$ cat config.mk
export PLATFORM = sky130hd
export DESIGN_NAME = hazard_ctrl_flat
export DESIGN_NICKNAME = d
export VERILOG_FILES = /design/src/rtl/hazard_ctrl_if.sv /design/src/rtl/hazard_ctrl.sv /design/src/flat_wrapper.sv
export SDC_FILE = /design/constraint.sdc
export NUM_CORES = 1
export LEC_CHECK = 0
export ABC_AREA = 1
export CELL_PAD_IN_SITES_DETAIL_PLACEMENT = 2
export CELL_PAD_IN_SITES_GLOBAL_PLACEMENT = 2
export CORE_ASPECT_RATIO = 1.5
export CORE_MARGIN = 8
export CORE_UTILIZATION = 27
export CTS_BUF_LIST = sky130_fd_sc_hd__clkbuf_8
export DETAILED_ROUTE_END_ITERATION = 10
export MAX_ROUTING_LAYER = met4
export PLACE_DENSITY = 0.91
export SYNTH_ARGS = -nofsm -noshare
export SYNTH_HDL_FRONTEND = slang
export SYNTH_SLANG_ARGS = --single-unit
$ cat constraint.sdc
create_clock -name clk -period 3.9 [get_ports clk]
set_clock_uncertainty 0.15 [all_clocks]
set_input_delay 0.78 -clock clk [delete_from_list [all_inputs] [get_ports clk]]
set_output_delay 0.78 -clock clk [all_outputs]
set_load 0.05 [all_outputs]
$ cat src/rtl/hazard_ctrl_if.sv
// Hazard-controller bundle between the pipeline datapath (master) and hazard_ctrl (slave).
// Carries the register tags, memory handshake and all stall/forward controls.
interface hazard_ctrl_if #(
  parameter int REG_W = 5,
  parameter int CNT_W = 16
);
  logic [REG_W-1:0] ifid_rs;
  logic [REG_W-1:0] ifid_rt;
  logic [REG_W-1:0] idex_rs;
  logic [REG_W-1:0] idex_rt;
  logic             idex_memread;
  logic [REG_W-1:0] exmem_rd;
  logic             exmem_regwrite;
  logic [REG_W-1:0] memwb_rd;
  logic             memwb_regwrite;
  logic             id_branch_taken;
  logic             mem_req;
  logic             mem_ready;

  logic [1:0]       forward_a;
  logic [1:0]       forward_b;
  logic             pc_write;
  logic             ifid_write;
  logic             idex_bubble;
  logic             ifid_flush;
  logic             pipe_freeze;
  logic             mem_error;
  logic [CNT_W-1:0] stall_count;

  modport master (
    output ifid_rs, ifid_rt, idex_rs, idex_rt, idex_memread,
           exmem_rd, exmem_regwrite, memwb_rd, memwb_regwrite,
           id_branch_taken, mem_req, mem_ready,
    input  forward_a, forward_b, pc_write, ifid_write, idex_bubble,
           ifid_flush, pipe_freeze, mem_error, stall_count
  );

  modport slave (
    input  ifid_rs, ifid_rt, idex_rs, idex_rt, idex_memread,
           exmem_rd, exmem_regwrite, memwb_rd, memwb_regwrite,
           id_branch_taken, mem_req, mem_ready,
    output forward_a, forward_b, pc_write, ifid_write, idex_bubble,
           ifid_flush, pipe_freeze, mem_error, stall_count
  );
endinterface

$ cat src/rtl/hazard_ctrl.sv
// Five-stage pipeline hazard controller: forwarding selects, load-use bubble,
// branch flush, data-memory freeze with watchdog, and a saturating stall counter.
//
// state    | meaning
// RUN      | normal flow; memory request either acknowledged or not yet issued
// MEM_WAIT | pipeline frozen waiting for mem_ready; watchdog counting
// HALT     | watchdog expired; pipeline frozen until reset, mem_error set
module hazard_ctrl #(
  parameter int REG_W   = 5,
  parameter int CNT_W   = 16,
  parameter int TIMEOUT = 64
) (
  input logic        clk,
  input logic        rst_n,
  hazard_ctrl_if.slave hz
);

  localparam int WC_W = $clog2(TIMEOUT);
  localparam logic [WC_W-1:0] WC_LAST = WC_W'(TIMEOUT - 1);

  typedef enum logic [1:0] {
    RUN      = 2'd0,
    MEM_WAIT = 2'd1,
    HALT     = 2'd2
  } state_e;

  state_e           state_q, state_d;
  logic [WC_W-1:0]  wait_cnt_q, wait_cnt_d;
  logic             mem_error_q, mem_error_d;
  logic [CNT_W-1:0] stall_cnt_q, stall_cnt_d;

  logic             mem_stall;
  logic             load_use;
  logic             pc_write;
  logic             ifid_write;
  logic             idex_bubble;
  logic             ifid_flush;
  logic             pipe_freeze;

  // EX/MEM result is newer than MEM/WB, so it wins when both match.
  function automatic logic [1:0] fwd_sel(
    input logic [REG_W-1:0] src,
    input logic [REG_W-1:0] exmem_rd,
    input logic             exmem_we,
    input logic [REG_W-1:0] memwb_rd,
    input logic             memwb_we
  );
    if (exmem_we && (exmem_rd != '0) && (exmem_rd == src))
      return 2'b10;
    else if (memwb_we && (memwb_rd != '0) && (memwb_rd == src))
      return 2'b01;
    else
      return 2'b00;
  endfunction

  always_comb begin
    hz.forward_a = fwd_sel(hz.idex_rs, hz.exmem_rd, hz.exmem_regwrite,
                           hz.memwb_rd, hz.memwb_regwrite);
    hz.forward_b = fwd_sel(hz.idex_rt, hz.exmem_rd, hz.exmem_regwrite,
                           hz.memwb_rd, hz.memwb_regwrite);
  end

  always_comb begin
    mem_stall = ((state_q == RUN) && hz.mem_req && !hz.mem_ready) ||
                ((state_q == MEM_WAIT) && !hz.mem_ready) ||
                (state_q == HALT);
    load_use  = hz.idex_memread && (hz.idex_rt != '0) &&
                ((hz.idex_rt == hz.ifid_rs) || (hz.idex_rt == hz.ifid_rt));
  end

  // A branch seen during a stall stays in ID and gets flushed once the stall clears.
  always_comb begin
    pc_write    = 1'b1;
    ifid_write  = 1'b1;
    idex_bubble = 1'b0;
    ifid_flush  = 1'b0;
    pipe_freeze = 1'b0;
    if (mem_stall) begin
      pc_write    = 1'b0;
      ifid_write  = 1'b0;
      pipe_freeze = 1'b1;
    end else if (load_use) begin
      pc_write    = 1'b0;
      ifid_write  = 1'b0;
      idex_bubble = 1'b1;
    end else if (hz.id_branch_taken) begin
      ifid_flush  = 1'b1;
    end
  end

  always_comb begin
    state_d     = state_q;
    wait_cnt_d  = wait_cnt_q;
    mem_error_d = mem_error_q;
    case (state_q)
      RUN: begin
        if (hz.mem_req && !hz.mem_ready) begin
          state_d    = MEM_WAIT;
          wait_cnt_d = '0;
        end
      end
      MEM_WAIT: begin
        if (hz.mem_ready) begin
          state_d = RUN;
        end else if (wait_cnt_q == WC_LAST) begin
          state_d     = HALT;
          mem_error_d = 1'b1;
        end else begin
          wait_cnt_d = wait_cnt_q + 1'b1;
        end
      end
      HALT: begin
        state_d = HALT;
      end
      default: begin
        state_d = RUN;
      end
    endcase
  end

  always_comb begin
    stall_cnt_d = stall_cnt_q;
    if (!pc_write && (stall_cnt_q != '1))
      stall_cnt_d = stall_cnt_q + 1'b1;
  end

  always_ff @(posedge clk or negedge rst_n) begin
    if (!rst_n) begin
      state_q     <= RUN;
      wait_cnt_q  <= '0;
      mem_error_q <= 1'b0;
      stall_cnt_q <= '0;
    end else begin
      state_q     <= state_d;
      wait_cnt_q  <= wait_cnt_d;
      mem_error_q <= mem_error_d;
      stall_cnt_q <= stall_cnt_d;
    end
  end

  always_comb begin
    hz.pc_write    = pc_write;
    hz.ifid_write  = ifid_write;
    hz.idex_bubble = idex_bubble;
    hz.ifid_flush  = ifid_flush;
    hz.pipe_freeze = pipe_freeze;
    hz.mem_error   = mem_error_q;
    hz.stall_count = stall_cnt_q;
  end

endmodule

$ cat src/flat_wrapper.sv
// flat-port wrapper written by rule: the top's interface ports become plain ports
module hazard_ctrl_flat 
#(
  parameter int REG_W   = 5,
  parameter int CNT_W   = 16,
  parameter int TIMEOUT = 64
)
  (clk, rst_n, hz_ifid_rs, hz_ifid_rt, hz_idex_rs, hz_idex_rt, hz_idex_memread, hz_exmem_rd, hz_exmem_regwrite, hz_memwb_rd, hz_memwb_regwrite, hz_id_branch_taken, hz_mem_req, hz_mem_ready, hz_forward_a, hz_forward_b, hz_pc_write, hz_ifid_write, hz_idex_bubble, hz_ifid_flush, hz_pipe_freeze, hz_mem_error, hz_stall_count);
  hazard_ctrl_if #(.REG_W(REG_W), .CNT_W(CNT_W)) hz_i ();
  input logic clk;
  input logic rst_n;
  input wire logic [$bits(hz_i.ifid_rs)-1:0] hz_ifid_rs;
  input wire logic [$bits(hz_i.ifid_rt)-1:0] hz_ifid_rt;
  input wire logic [$bits(hz_i.idex_rs)-1:0] hz_idex_rs;
  input wire logic [$bits(hz_i.idex_rt)-1:0] hz_idex_rt;
  input wire logic [$bits(hz_i.idex_memread)-1:0] hz_idex_memread;
  input wire logic [$bits(hz_i.exmem_rd)-1:0] hz_exmem_rd;
  input wire logic [$bits(hz_i.exmem_regwrite)-1:0] hz_exmem_regwrite;
  input wire logic [$bits(hz_i.memwb_rd)-1:0] hz_memwb_rd;
  input wire logic [$bits(hz_i.memwb_regwrite)-1:0] hz_memwb_regwrite;
  input wire logic [$bits(hz_i.id_branch_taken)-1:0] hz_id_branch_taken;
  input wire logic [$bits(hz_i.mem_req)-1:0] hz_mem_req;
  input wire logic [$bits(hz_i.mem_ready)-1:0] hz_mem_ready;
  output wire logic [$bits(hz_i.forward_a)-1:0] hz_forward_a;
  output wire logic [$bits(hz_i.forward_b)-1:0] hz_forward_b;
  output wire logic [$bits(hz_i.pc_write)-1:0] hz_pc_write;
  output wire logic [$bits(hz_i.ifid_write)-1:0] hz_ifid_write;
  output wire logic [$bits(hz_i.idex_bubble)-1:0] hz_idex_bubble;
  output wire logic [$bits(hz_i.ifid_flush)-1:0] hz_ifid_flush;
  output wire logic [$bits(hz_i.pipe_freeze)-1:0] hz_pipe_freeze;
  output wire logic [$bits(hz_i.mem_error)-1:0] hz_mem_error;
  output wire logic [$bits(hz_i.stall_count)-1:0] hz_stall_count;
  assign hz_i.ifid_rs = hz_ifid_rs;
  assign hz_i.ifid_rt = hz_ifid_rt;
  assign hz_i.idex_rs = hz_idex_rs;
  assign hz_i.idex_rt = hz_idex_rt;
  assign hz_i.idex_memread = hz_idex_memread;
  assign hz_i.exmem_rd = hz_exmem_rd;
  assign hz_i.exmem_regwrite = hz_exmem_regwrite;
  assign hz_i.memwb_rd = hz_memwb_rd;
  assign hz_i.memwb_regwrite = hz_memwb_regwrite;
  assign hz_i.id_branch_taken = hz_id_branch_taken;
  assign hz_i.mem_req = hz_mem_req;
  assign hz_i.mem_ready = hz_mem_ready;
  assign hz_forward_a = hz_i.forward_a;
  assign hz_forward_b = hz_i.forward_b;
  assign hz_pc_write = hz_i.pc_write;
  assign hz_ifid_write = hz_i.ifid_write;
  assign hz_idex_bubble = hz_i.idex_bubble;
  assign hz_ifid_flush = hz_i.ifid_flush;
  assign hz_pipe_freeze = hz_i.pipe_freeze;
  assign hz_mem_error = hz_i.mem_error;
  assign hz_stall_count = hz_i.stall_count;
  hazard_ctrl #(.REG_W(REG_W), .CNT_W(CNT_W), .TIMEOUT(TIMEOUT)) u_core (.clk(clk), .rst_n(rst_n), .hz(hz_i));
endmodule
==> Implementation_results.wiki <==
{| class="wikitable"
! Metric !! Value
|-
| Run status || complete, no violations
|-
| Crit path arrival time || 2.54 ns
|-
| Worst flop-to-flop path startpoint || u_core.hz.stall_count[0]
|-
| Peak clock frequency supported by timing || 0.288 GHz
|-
| XOR/XNOR share of the synthesized area || 14.4%
|-
| Cell area after synthesis || 1950 sq um
|-
| Crit share post-route || 89.0%
|-
| Count of unique library cells instantiated by Yosys || 28
|-
| Multi-input logic area || 1130 sq um
|-
| Wire length the detailed router placed on met1 || 2380 um
|-
| Data required time of the critical path || 2.97 ns
|-
| Number of antenna violations at the first check in global routing || 0
|-
| Cell with the most instances on the worst path || sky130_fd_sc_hd__clkdlybuf4s50_1
|-
| Multiplexer area fraction after synthesis || 0%
|-
| Syn avg cell area || 6.92 sq um
|-
| Top layer used by detailed routing || met4
|-
| Clock Tree Root || sky130_fd_sc_hd__clkbuf_8
|-
| Global-route wire length before repair || 11100 um
|-
| Initial core utilization || 27.4%
|-
| CTS tree || yes
|-
| Post-layout nets || 384
|-
| Slew HR || 65.0%
|-
| Actual transition at the worst max-transition pin || 0.523 ns
|-
| Post-synthesis sequential area ratio || 32.1%
|-
| First drt pass iteration count || 4
|-
| Worst slack, placed || 0.403 ns
|-
| Wire length on met2 || 3720 um
|-
| Post-route antenna net violation count || 0
|-
| PostCTS Resize Cnt || 0
|-
| Final Worst Setup Slack || 0.429 ns
|-
| Area share of fa/ha/maj cells after synthesis || 1.28%
|-
| FF/Latch Area || 626 sq um
|-
| Clock latency on the worst-skew pair || 0.28 ns
|-
| Clock-pin slew of the registers on the worst-case setup and hold paths || 0.09 ns
|-
| Category of the worst setup path capture point || output port
|-
| Total power divided by cell area || 194 nW/um^2
|-
| Sum of routed wire length over all layers || 6560 um
|-
| Total clock sinks || 25
|-
| H-tree depth || 1
|-
| Number of ports placed on the die boundary || 64
|-
| Count of synthesis-stage warnings from yosys || 0
|-
| Standard cell core area || 7130 sq um
|-
| Count of input and output buffers || 63
|-
| Pin count of the biggest net entering global routing || 26
|-
| Final max-slew violation count || 0
|-
| Top Family by Delay on Critical Path || buffers and inverters
|-
| Fraction of layout cells with a size suffix above 1 || 9.33%
|-
| Post-synth top area share || 32.1%
|-
| Setup total negative slack || 0 ns
|-
| Iteration-0 DRC Markers || 47
|-
| Worst reg2reg endpoint || u_core.hz.stall_count[5]
|-
| Die Span X || 85.4 um
|-
| Combinational family with the most area after synthesis || simple AND/OR/NAND/NOR gates
|-
| IR Drop Worst-Case VDD || 0.0000895 V
|-
| Maximum net fanout on the critical path || 4
|-
| Static leakage || 1.31 nW
|-
| Die Footprint || 10300 sq um
|-
| CTS buffer count || 3
|-
| Class of the worst hold path || reg2reg
|-
| Library cell with the largest summed area after synthesis || sky130_fd_sc_hd__dfrtp_1
|-
| Leading cell types by total area after synthesis || sky130_fd_sc_hd__dfrtp_1 (32%), sky130_fd_sc_hd__nand2_1 (17%), sky130_fd_sc_hd__xor2_1 (7.6%)
|-
| Count of maximum capacitance violations || 0
|-
| Termination of the worst setup path || hz_pipe_freeze
|-
| Net Count, Synth || 322
|-
| Launch point of the critical path || hz_mem_ready
|-
| Buffer levels on the longest clock path || 2
|-
| Hold Path Depth || 2
|-
| Instance count of the mapped netlist || 282
|-
| DRC violations left || 0
|-
| Rows || 38
|-
| Final Setup Violations || 0
|-
| Estimated wirelength of the detail-placed design || 5530 um
|-
| Post-DR wirelength/cell || 15.5 um
|-
| GRT Overall Usage || 13.8%
|-
| Post-synthesis register bit count || 25
|-
| Post-CTS Repair Setup Buffers || 0
|-
| Remaining global-route overflow || 0
|-
| Number of buffers and inverters on the critical path || 3
|-
| Delay of the slowest cell on the worst path || 0.83 ns
|-
| Area of all placed cells without fillers || 2710 sq um
|-
| Number of fill cells in the layout || 857
|-
| Stages on the worst setup path || 5
|-
| Kind of critical path || in2out
|-
| Post-synthesis share of cell area spent on and, or, nand and nor gates || 38.1%
|-
| RSZ-0062 raised after global routing || no
|-
| Synthesized-area fraction occupied by ao, oa, aoi and oai cells || 3.40%
|-
| Final Critical Period || 3.47 ns
|-
| Number of failing hold endpoints at the final stage || 0
|-
| Number of global-route vias before repair || 2426
|-
| Met3 Wirelength || 290 um
|-
| Vias per cell || 4.84
|-
| Cell Chain, Critical Path || clkdlybuf4s50_1 -> nor3_2 -> inv_2 -> nand3_1 -> clkdlybuf4s50_1
|-
| Die height || 120 um
|-
| ANT cells || 0
|-
| Internal reg-to-reg setup slack || 1.64 ns
|-
| Critical path launch point type || input port
|-
| Area delta synth->final || 38.9%
|-
| CTS hold repair buffers || 0
|-
| Via count || 2046
|-
| Placement Cell Area || 2660 sq um
|-
| Logic depth of the worst register-to-register path || 7
|-
| Cell with the largest stage delay on the worst path || sky130_fd_sc_hd__clkdlybuf4s50_1
|-
| Final weighted congestion in routability-driven placement || 0.798
|}
## worst reg2reg max path, delay by kind of cell, from the launching register on
| family | cells | cell delay [ns] |
|---|---|---|
| simple gates | 6 | 1.35 |
| flops | 1 | 0.45 |
| fa+ha+maj | 1 | 0.25 |
## area by class of cell
type / count / area share, %
tap: 80 / 3.70
timing repair buffer: 65 / 24.5
clock buffer: 3 / 1.52
sequential: 25 / 23.1
multi-input combinational: 210 / 41.6
inverter: 39 / 5.40
clock inverter: 1 / 0.185
## how the worst min path moves through the flow
stage | start | end | slack, ns
2_1_floorplan | rst_n | u_core.hz.mem_error | 0.33
3_3_place_gp | u_core.hz.mem_error | u_core.hz.mem_error | 0.30
3_5_place_dp | u_core.hz.mem_error | u_core.hz.mem_error | 0.32
4_1_cts | u_core.hz.mem_error | u_core.hz.mem_error | 0.35
5_1_grt | u_core.hz.mem_error | u_core.hz.mem_error | 0.38
6_report | u_core.hz.mem_error | u_core.hz.mem_error | 0.34
## registers in the layout, summed over array words and instances, names as in the netlist
signal                 count
u_core.wait_cnt_q          6
u_core.hz.mem_error        1
u_core.state_q             2
u_core.hz.stall_count     16
## routing by layer
layer,track usage (%),up-vias
met2,26.8,48
met4,6.50,0
met1,12.3,994
li1,-,994
met5,-,-
met3,2.53,10
## cell families after synthesis
logic type               Yosys count
adder cells (fa/ha/maj)            2
AO/OA/AOI/OAI                     11
flip-flops                        25
buffers and inverters             47
XOR/XNOR                          32
AND/OR/NAND/NOR                  165
## Yosys cell counts
master,n
sky130_fd_sc_hd__nor4_1,2
sky130_fd_sc_hd__xor2_1,17
sky130_fd_sc_hd__ha_1,2
sky130_fd_sc_hd__buf_2,3
sky130_fd_sc_hd__xnor2_1,15
sky130_fd_sc_hd__nor3_1,4
sky130_fd_sc_hd__nand3b_1,1
sky130_fd_sc_hd__buf_6,3
sky130_fd_sc_hd__nand4_1,6
sky130_fd_sc_hd__nand4_2,1
sky130_fd_sc_hd__nand2_1,86
sky130_fd_sc_hd__nor3_2,3
sky130_fd_sc_hd__a2bb2oi_1,1
sky130_fd_sc_hd__a32o_1,1
sky130_fd_sc_hd__nand2_2,2
sky130_fd_sc_hd__nor3_4,1
sky130_fd_sc_hd__o21bai_1,1
sky130_fd_sc_hd__inv_1,32
sky130_fd_sc_hd__nand3_1,26
sky130_fd_sc_hd__dfrtp_1,25
sky130_fd_sc_hd__o21ai_1,1
sky130_fd_sc_hd__inv_2,7
sky130_fd_sc_hd__and3_1,1
sky130_fd_sc_hd__buf_4,2
sky130_fd_sc_hd__nor2_1,30
sky130_fd_sc_hd__o21ai_0,4
sky130_fd_sc_hd__a21oi_1,3
sky130_fd_sc_hd__nand2_4,2
## through the flow
step           total power, mW  hold WS [ns]  std cells  utilization (%)
2_1_floorplan            0.307         0.334        282                -
3_3_place_gp             0.365         0.299        419             37.3
3_5_place_dp             0.369         0.324        419             37.3
4_1_cts                  0.535         0.350        423             38.0
5_1_grt                  0.550         0.379        423             38.0
6_report                 0.526         0.340        423             38.0
## report_power, final
group          switching, mW  total (mW)  internal, mW
sequential                 0       0.259         0.259
combinational         0.0489       0.103        0.0544
clock                 0.0916       0.164        0.0720
total                  0.140       0.526         0.385
## cells in the final DEF (no fill, tap or decap), drive strengths merged
master         netlist  routed
nand3b               1       1
nand4                7       7
o21ai                5       5
inv                 39      39
xor2                17      17
clkinv               0       1
ha                   2       2
dfrtp               25      25
nand3               26      26
a21oi                3       3
a2bb2oi              1       1
nand2               90      90
nor2                30      30
buf                  8      10
o21bai               1       1
clkbuf               0       3
clkdlybuf4s50        0      55
nor4                 2       2
a32o                 1       1
nor3                 8       8
xnor2               15      15
and3                 1       1
No activity file was read; power rests on OpenSTA's default activity.
